==> config.mk <==
export PLATFORM = sky130hd
export DESIGN_NAME = memory_reader
export DESIGN_NICKNAME = d
export VERILOG_FILES = /design/src/rtl/memory_reader.sv
export SDC_FILE = /design/constraint.sdc
export NUM_CORES = 1
export LEC_CHECK = 0
export BUFFER_PORTS_ARGS = -buffer_cell sky130_fd_sc_hd__buf_2
export CAP_MARGIN = 20
export CORE_UTILIZATION = 51
export CTS_CLUSTER_DIAMETER = 40
export DETAILED_ROUTE_END_ITERATION = 7
export PLACE_DENSITY_LB_ADDON = 0.25
export SETUP_SLACK_MARGIN = 0.4
export SYNTH_ARGS = -nofsm -noshare
export SYNTH_HDL_FRONTEND = slang
export SYNTH_SLANG_ARGS = --single-unit
==> constraint.sdc <==
create_clock -name clk -period 1.8 [get_ports clk]
set_input_delay 0.09 -clock clk [delete_from_list [all_inputs] [get_ports clk]]
set_output_delay 0.09 -clock clk [all_outputs]
set_load 0.02 [all_outputs]
==> src/rtl/memory_reader.sv <==
// Burst read engine in front of a synchronous ROM: issues reads, buffers the returned words
// and streams them out on valid/ready. Define MEMORY_READER_LOOP_EN to enable loop mode.
module memory_reader #(
    parameter int BIT_WIDTH     = 8,
    parameter int ADDRESS_WIDTH = 3,
    parameter int FIFO_DEPTH    = 4
) (
    input  logic                     clk,
    input  logic                     rst_n,
    input  logic                     start,
    input  logic [ADDRESS_WIDTH-1:0] base_addr,
    input  logic [ADDRESS_WIDTH:0]   length,
    output logic                     busy,
    output logic                     done,
    output logic                     mem_read,
    output logic [ADDRESS_WIDTH-1:0] mem_addr,
    input  logic [BIT_WIDTH-1:0]     mem_q,
    output logic [BIT_WIDTH-1:0]     out_data,
    output logic                     out_valid,
    input  logic                     out_ready,
    output logic [1:0]               dbg_state
);
    // Stream handshake: out_data is transferred on every rising edge where out_valid && out_ready;
    // out_valid never depends on out_ready, and the head word holds until it is accepted.

    localparam int PW = $clog2(FIFO_DEPTH);

    localparam logic [1:0] IDLE  = 2'd0;
    localparam logic [1:0] RUN   = 2'd1;
    localparam logic [1:0] DRAIN = 2'd2;

    localparam logic [ADDRESS_WIDTH:0]   CNT_ONE  = 1;
    localparam logic [ADDRESS_WIDTH-1:0] ADDR_ONE = 1;
    localparam logic [PW-1:0]            PTR_ONE  = 1;
    localparam logic [PW:0]              OCC_ONE  = 1;
    localparam logic [PW:0]              OCC_MAX  = FIFO_DEPTH[PW:0];

    logic [1:0]               state, state_nxt;
    logic [ADDRESS_WIDTH:0]   issue_cnt, accept_cnt;
    logic                     inflight;
    logic [BIT_WIDTH-1:0]     fifo_mem [FIFO_DEPTH];
    logic [PW-1:0]            wr_ptr, rd_ptr;
    logic [PW:0]              count;
    logic [PW:0]              occ_sum;
    logic                     push, pop, accept_start, zero_start, last_accept, restart;

`ifdef MEMORY_READER_LOOP_EN
    logic [ADDRESS_WIDTH-1:0] base_q;
    logic [ADDRESS_WIDTH:0]   len_q;
    assign restart = start;
`else
    assign restart = 1'b0;
`endif

    // Stage 1 of the read pipe is the issue cycle itself (mem_read); stage 2 is inflight,
    // the cycle in which mem_q carries the word and is pushed into the buffer.
    assign occ_sum      = count + {{PW{1'b0}}, inflight};
    assign mem_read     = (state == RUN) && (issue_cnt != '0) && (occ_sum < OCC_MAX);
    assign push         = inflight;
    assign out_valid    = (count != '0);
    assign pop          = out_valid && out_ready;
    assign out_data     = fifo_mem[rd_ptr];
    assign accept_start = (state == IDLE) && start && (length != '0);
    assign zero_start   = (state == IDLE) && start && (length == '0);
    assign last_accept  = (state == DRAIN) && pop && (accept_cnt == CNT_ONE);
    assign dbg_state    = state;

    always_comb begin
        state_nxt = state;
        case (state)
            IDLE:    if (accept_start) state_nxt = RUN;
            RUN:     if (mem_read && issue_cnt == CNT_ONE) state_nxt = DRAIN;
            DRAIN:   if (last_accept) state_nxt = restart ? RUN : IDLE;
            default: state_nxt = IDLE;
        endcase
    end

    always_ff @(posedge clk or negedge rst_n) begin
        if (!rst_n) begin
            state      <= IDLE;
            busy       <= 1'b0;
            done       <= 1'b0;
            mem_addr   <= '0;
            issue_cnt  <= '0;
            accept_cnt <= '0;
            inflight   <= 1'b0;
`ifdef MEMORY_READER_LOOP_EN
            base_q     <= '0;
            len_q      <= '0;
`endif
        end else begin
            state    <= state_nxt;
            busy     <= (state_nxt != IDLE);
            done     <= zero_start || last_accept;
            inflight <= mem_read;
            if (accept_start) begin
                mem_addr   <= base_addr;
                issue_cnt  <= length;
                accept_cnt <= length;
`ifdef MEMORY_READER_LOOP_EN
                base_q     <= base_addr;
                len_q      <= length;
            end else if (last_accept && restart) begin
                mem_addr   <= base_q;
                issue_cnt  <= len_q;
                accept_cnt <= len_q;
`endif
            end else begin
                if (mem_read) begin
                    mem_addr  <= mem_addr + ADDR_ONE;
                    issue_cnt <= issue_cnt - CNT_ONE;
                end
                if (pop && accept_cnt != '0) accept_cnt <= accept_cnt - CNT_ONE;
            end
        end
    end

    always_ff @(posedge clk or negedge rst_n) begin
        if (!rst_n) begin
            wr_ptr <= '0;
            rd_ptr <= '0;
            count  <= '0;
            for (int i = 0; i < FIFO_DEPTH; i++) fifo_mem[i] <= '0;
        end else begin
            if (push) begin
                fifo_mem[wr_ptr] <= mem_q;
                wr_ptr           <= wr_ptr + PTR_ONE;
            end
            if (pop) rd_ptr <= rd_ptr + PTR_ONE;
            case ({push, pop})
                2'b10:   count <= count + OCC_ONE;
                2'b01:   count <= count - OCC_ONE;
                default: count <= count;
            endcase
        end
    end

endmodule

==> summary.md <==
| Metric | Value |
|---|---|
| Clock Latency Late Sink | `0.32 ns` |
| Layout fillers | `342` |
| WL/cell | `16.5 µm` |
| Gr usage total | `20.3%` |
| Synthesized area | `2610 µm²` |
| Hold Violations, Final | `0` |
| Initial Utilization | `54.1%` |
| Hold path start | `base_addr[0]` |
| R2R setup slack | `0.04 ns` |
| Worst R2R Path Depth | `9` |
| Pre-antenna DRT Iters | `4` |
| # diodes | `0` |
| Final net count | `302` |
| RSZ-0062 raised after global routing | `yes` |
| Worst R2R End | `count[2]$_DFFE_PN0P_` |
| Clock sinks | `55` |
| Hold Path Depth | `2` |
| Setup Viol. Count Final | `0` |
| Die W | `73.5 µm` |
| Post-Syn Instances | `201` |
| Die area | `5400 µm²` |
| Syn avg cell area | `13.0 µm²` |
| Yosys cell types | `40` |
| Worst EP required | `2.02 ns` |
| Status | `completed` |
| Max-Cap Viols | `0` |
| DP Area | `2970 µm²` |
| Die Ht | `73.5 µm` |
| Post-synth EDFFs | `0` |
| Synth Register Bits | `55` |
| CP cell instances | `or3_4 -> nand2_4 -> inv_4 -> ha_4 -> inv_2 -> fa_2 -> xor2_1 -> nor2_1 -> xor2_1` |
| Period utilisation layout | `98.0%` |
| First-pass GRT wire length | `8120 µm` |
| Via density | `5.50` |
| Leakage power | `1.56 nW` |
| Core Region | `4820 µm²` |
| Critical Path AT | `1.98 ns` |
| First DRT Iteration DRCs | `109` |
| Layout area overhead | `35.0%` |
| Vias | `1871` |
| Ys async rst share | `100%` |
| CP max FO | `2` |
| FF-to-FF Start | `count[2]$_DFFE_PN0P_` |
| Largest cells by area after synthesis | `dfrtp_1 (53%), mux2_2 (14%), mux4_2 (6.9%)` |
| Num CTS Buffers | `5` |
| Slew margin rel. | `73.5%` |
| Hold Path End | `mem_addr[0]$_DFFE_PN0P_` |
| Yosys top cell by area | `dfrtp_1` |
| Total grt overflow | `0` |
| Buf+Inv Stages, Crit Path | `2` |
| GP Congestion | `0.747` |
| CTS tree | `done` |
| Slew @ Worst Pin | `0.397 ns` |
| Synth warn | `0` |
| Slew Viols, Final | `0` |
| CP delay by family, top | `simple AND/OR/NAND/NOR gates` |
| Share of cells above drive strength 1 | `57.1%` |
| Drc violations | `0` |
| Core Util, Final | `73.1%` |
| H-tree Lvls | `2` |
| VDD IR max | `1.12 mV` |
| Synth top area share | `52.8%` |
| Syn_nets | `231` |
| Post-route cell area | `3520 µm²` |
| CP Capture Type | `flip-flop` |
| Final antenna-violating net count | `0` |
| Type of origin of the critical path | `flip-flop` |
| Largest net degree at the start of global routing | `41` |
| Fmax | `567 MHz` |
| Slowest cell on crit path | `or3_4` |
| Count leader, synth | `dfrtp_1` |
| Sequential share of the synthesized area | `52.8%` |
| Port Buf Inserts | `35` |
| Longest Clk Path Bufs | `2` |
| WL final | `5620 µm` |
| FP Rows | `25` |
| Worst min path class | `input port to flip-flop` |
| Crit Path Category | `flip-flop to flip-flop` |
| Antenna violations before repair | `0` |
| Largest stage delay on the critical path | `0.41 ns` |
| Io pins | `36` |
| Cell mode on critical path | `xor2_1` |
| Vias in the first global route | `1737` |
| Commonest cells in the netlist | `dfrtp_1 (55), mux2_2 (32), nand2_1 (16)` |
| Ys flop type | `dfrtp_1` |
| Root buffer cell | `clkbuf_8` |
| DP Wirelength | `3500 µm` |
| Layout Skew | `0.0124 ns` |
| Pwr dens | `2060 nW/µm²` |
| Fin crit period | `1.76 ns` |
| Clock Pin Slew Worst Setup and Hold Paths | `0.11 ns` |
==> state kept, by name (all words and copies together), names as in the netlist <==
signal      flops
accept_cnt      4
busy            1
count           3
dbg_state       2
done            1
fifo_mem       32
inflight        1
issue_cnt       4
mem_addr        3
rd_ptr          2
wr_ptr          2
==> report_power, final <==
| group | switching, W | total (W) | internal (W) |
|---|---|---|---|
| combinational | 0.00187 | 0.00417 | 0.00229 |
| sequential | 0.000500 | 0.00237 | 0.00187 |
| clock | 0.000425 | 0.000704 | 0.000279 |
| total | 0.00280 | 0.00724 | 0.00444 |
==> worst max path at each step <==
stage,from,depth (start not counted),slack (ns),endpoint
after floorplan,count[2]$_DFFE_PN0P_,9,0.0003,count[2]$_DFFE_PN0P_
after global placement,count[2]$_DFFE_PN0P_,9,0.06,count[2]$_DFFE_PN0P_
after detailed placement,count[2]$_DFFE_PN0P_,7,0.008,count[1]$_DFFE_PN0P_
after CTS,count[0]$_DFFE_PN0P_,7,0.04,count[1]$_DFFE_PN0P_
after global routing,count[2]$_DFFE_PN0P_,9,-0.07,count[2]$_DFFE_PN0P_
final,count[2]$_DFFE_PN0P_,9,0.04,count[2]$_DFFE_PN0P_
==> routing by layer <==
layer | vias to the layer above | global-route usage [%] | part of all wire, %
met4 | 0 | 5.13 | 1.0
met5 | - | 0 | 0
met1 | 961 | 26.6 | 42
met2 | 44 | 34.6 | 53
li1 | 860 | - | -
met3 | 6 | 4.12 | 3.5
==> cell type report <==
class,count,area (µm²),area share [%]
Clock buffer,5,68.8,1.95
Multi-Input combinational cell,128,1370,39.0
Tap cell,67,83.8,2.38
Sequential cell,55,1380,39.2
Timing Repair Buffer,68,532,15.1
Inverter,14,57.6,1.63
Clock inverter,3,25.0,0.711
==> layout by cell type, fill, tap and decap left out, types with 4 or more instances in the layout <==
cell type  count
mux4_2         8
nor2_1        10
buf_4         21
inv_1         11
dfrtp_1       52
buf_2         26
ha_1           8
buf_6         19
mux2_2        32
nand2_2        5
clkbuf_8       5
nand2_4        4
o21ai_2        4
nand2_1        7
==> timing repair <==
| item | 4_1_cts | 5_1_grt |
|---|---|---|
| buffers inserted | 7 | 16 |
| endpoints found under the hold margin | 15 | 0 |
| hold buffers | 1 | 0 |
| gates resized for setup | 29 | 42 |
| pin swaps | 7 | 25 |
| setup endpoints to repair | 53 | 35 |
==> per-stage QoR <==
stage	hold slack [ns]	cells	power, W	TNS [ns]	worst slack, ns
after floorplan	-0.206	201	0.00447	0	0.000272
after global placement	0.0324	308	0.00521	0	0.0599
after detailed placement	0.0390	308	0.00533	0	0.00788
after CTS	0.00226	324	0.00653	0	0.0376
after global routing	0.0200	340	0.00769	-0.0737	-0.0737
final	0.00590	340	0.00724	0	0.0358
==> worst register-to-register path, cell delays in order (launching register included) <==
cell,delay [ns]
dfrtp_1,0.40
or3_4,0.41
nand2_4,0.08
inv_4,0.04
ha_4,0.15
inv_2,0.05
fa_2,0.18
xor2_1,0.14
nor2_1,0.07
xor2_1,0.14
==> cells by family (layout without fill, tap and decap cells) <==
family,count (synthesis),count (layout),share of synthesized area [%]
compound gates,27,27,6.91
mux,42,42,21.5
simple gates,40,40,7.58
xor+xnor,8,8,2.69
buf+inv,18,90,2.97
flops,55,55,52.8
fa+ha+maj,11,11,5.57
Power figures use the tool's default switching activity.
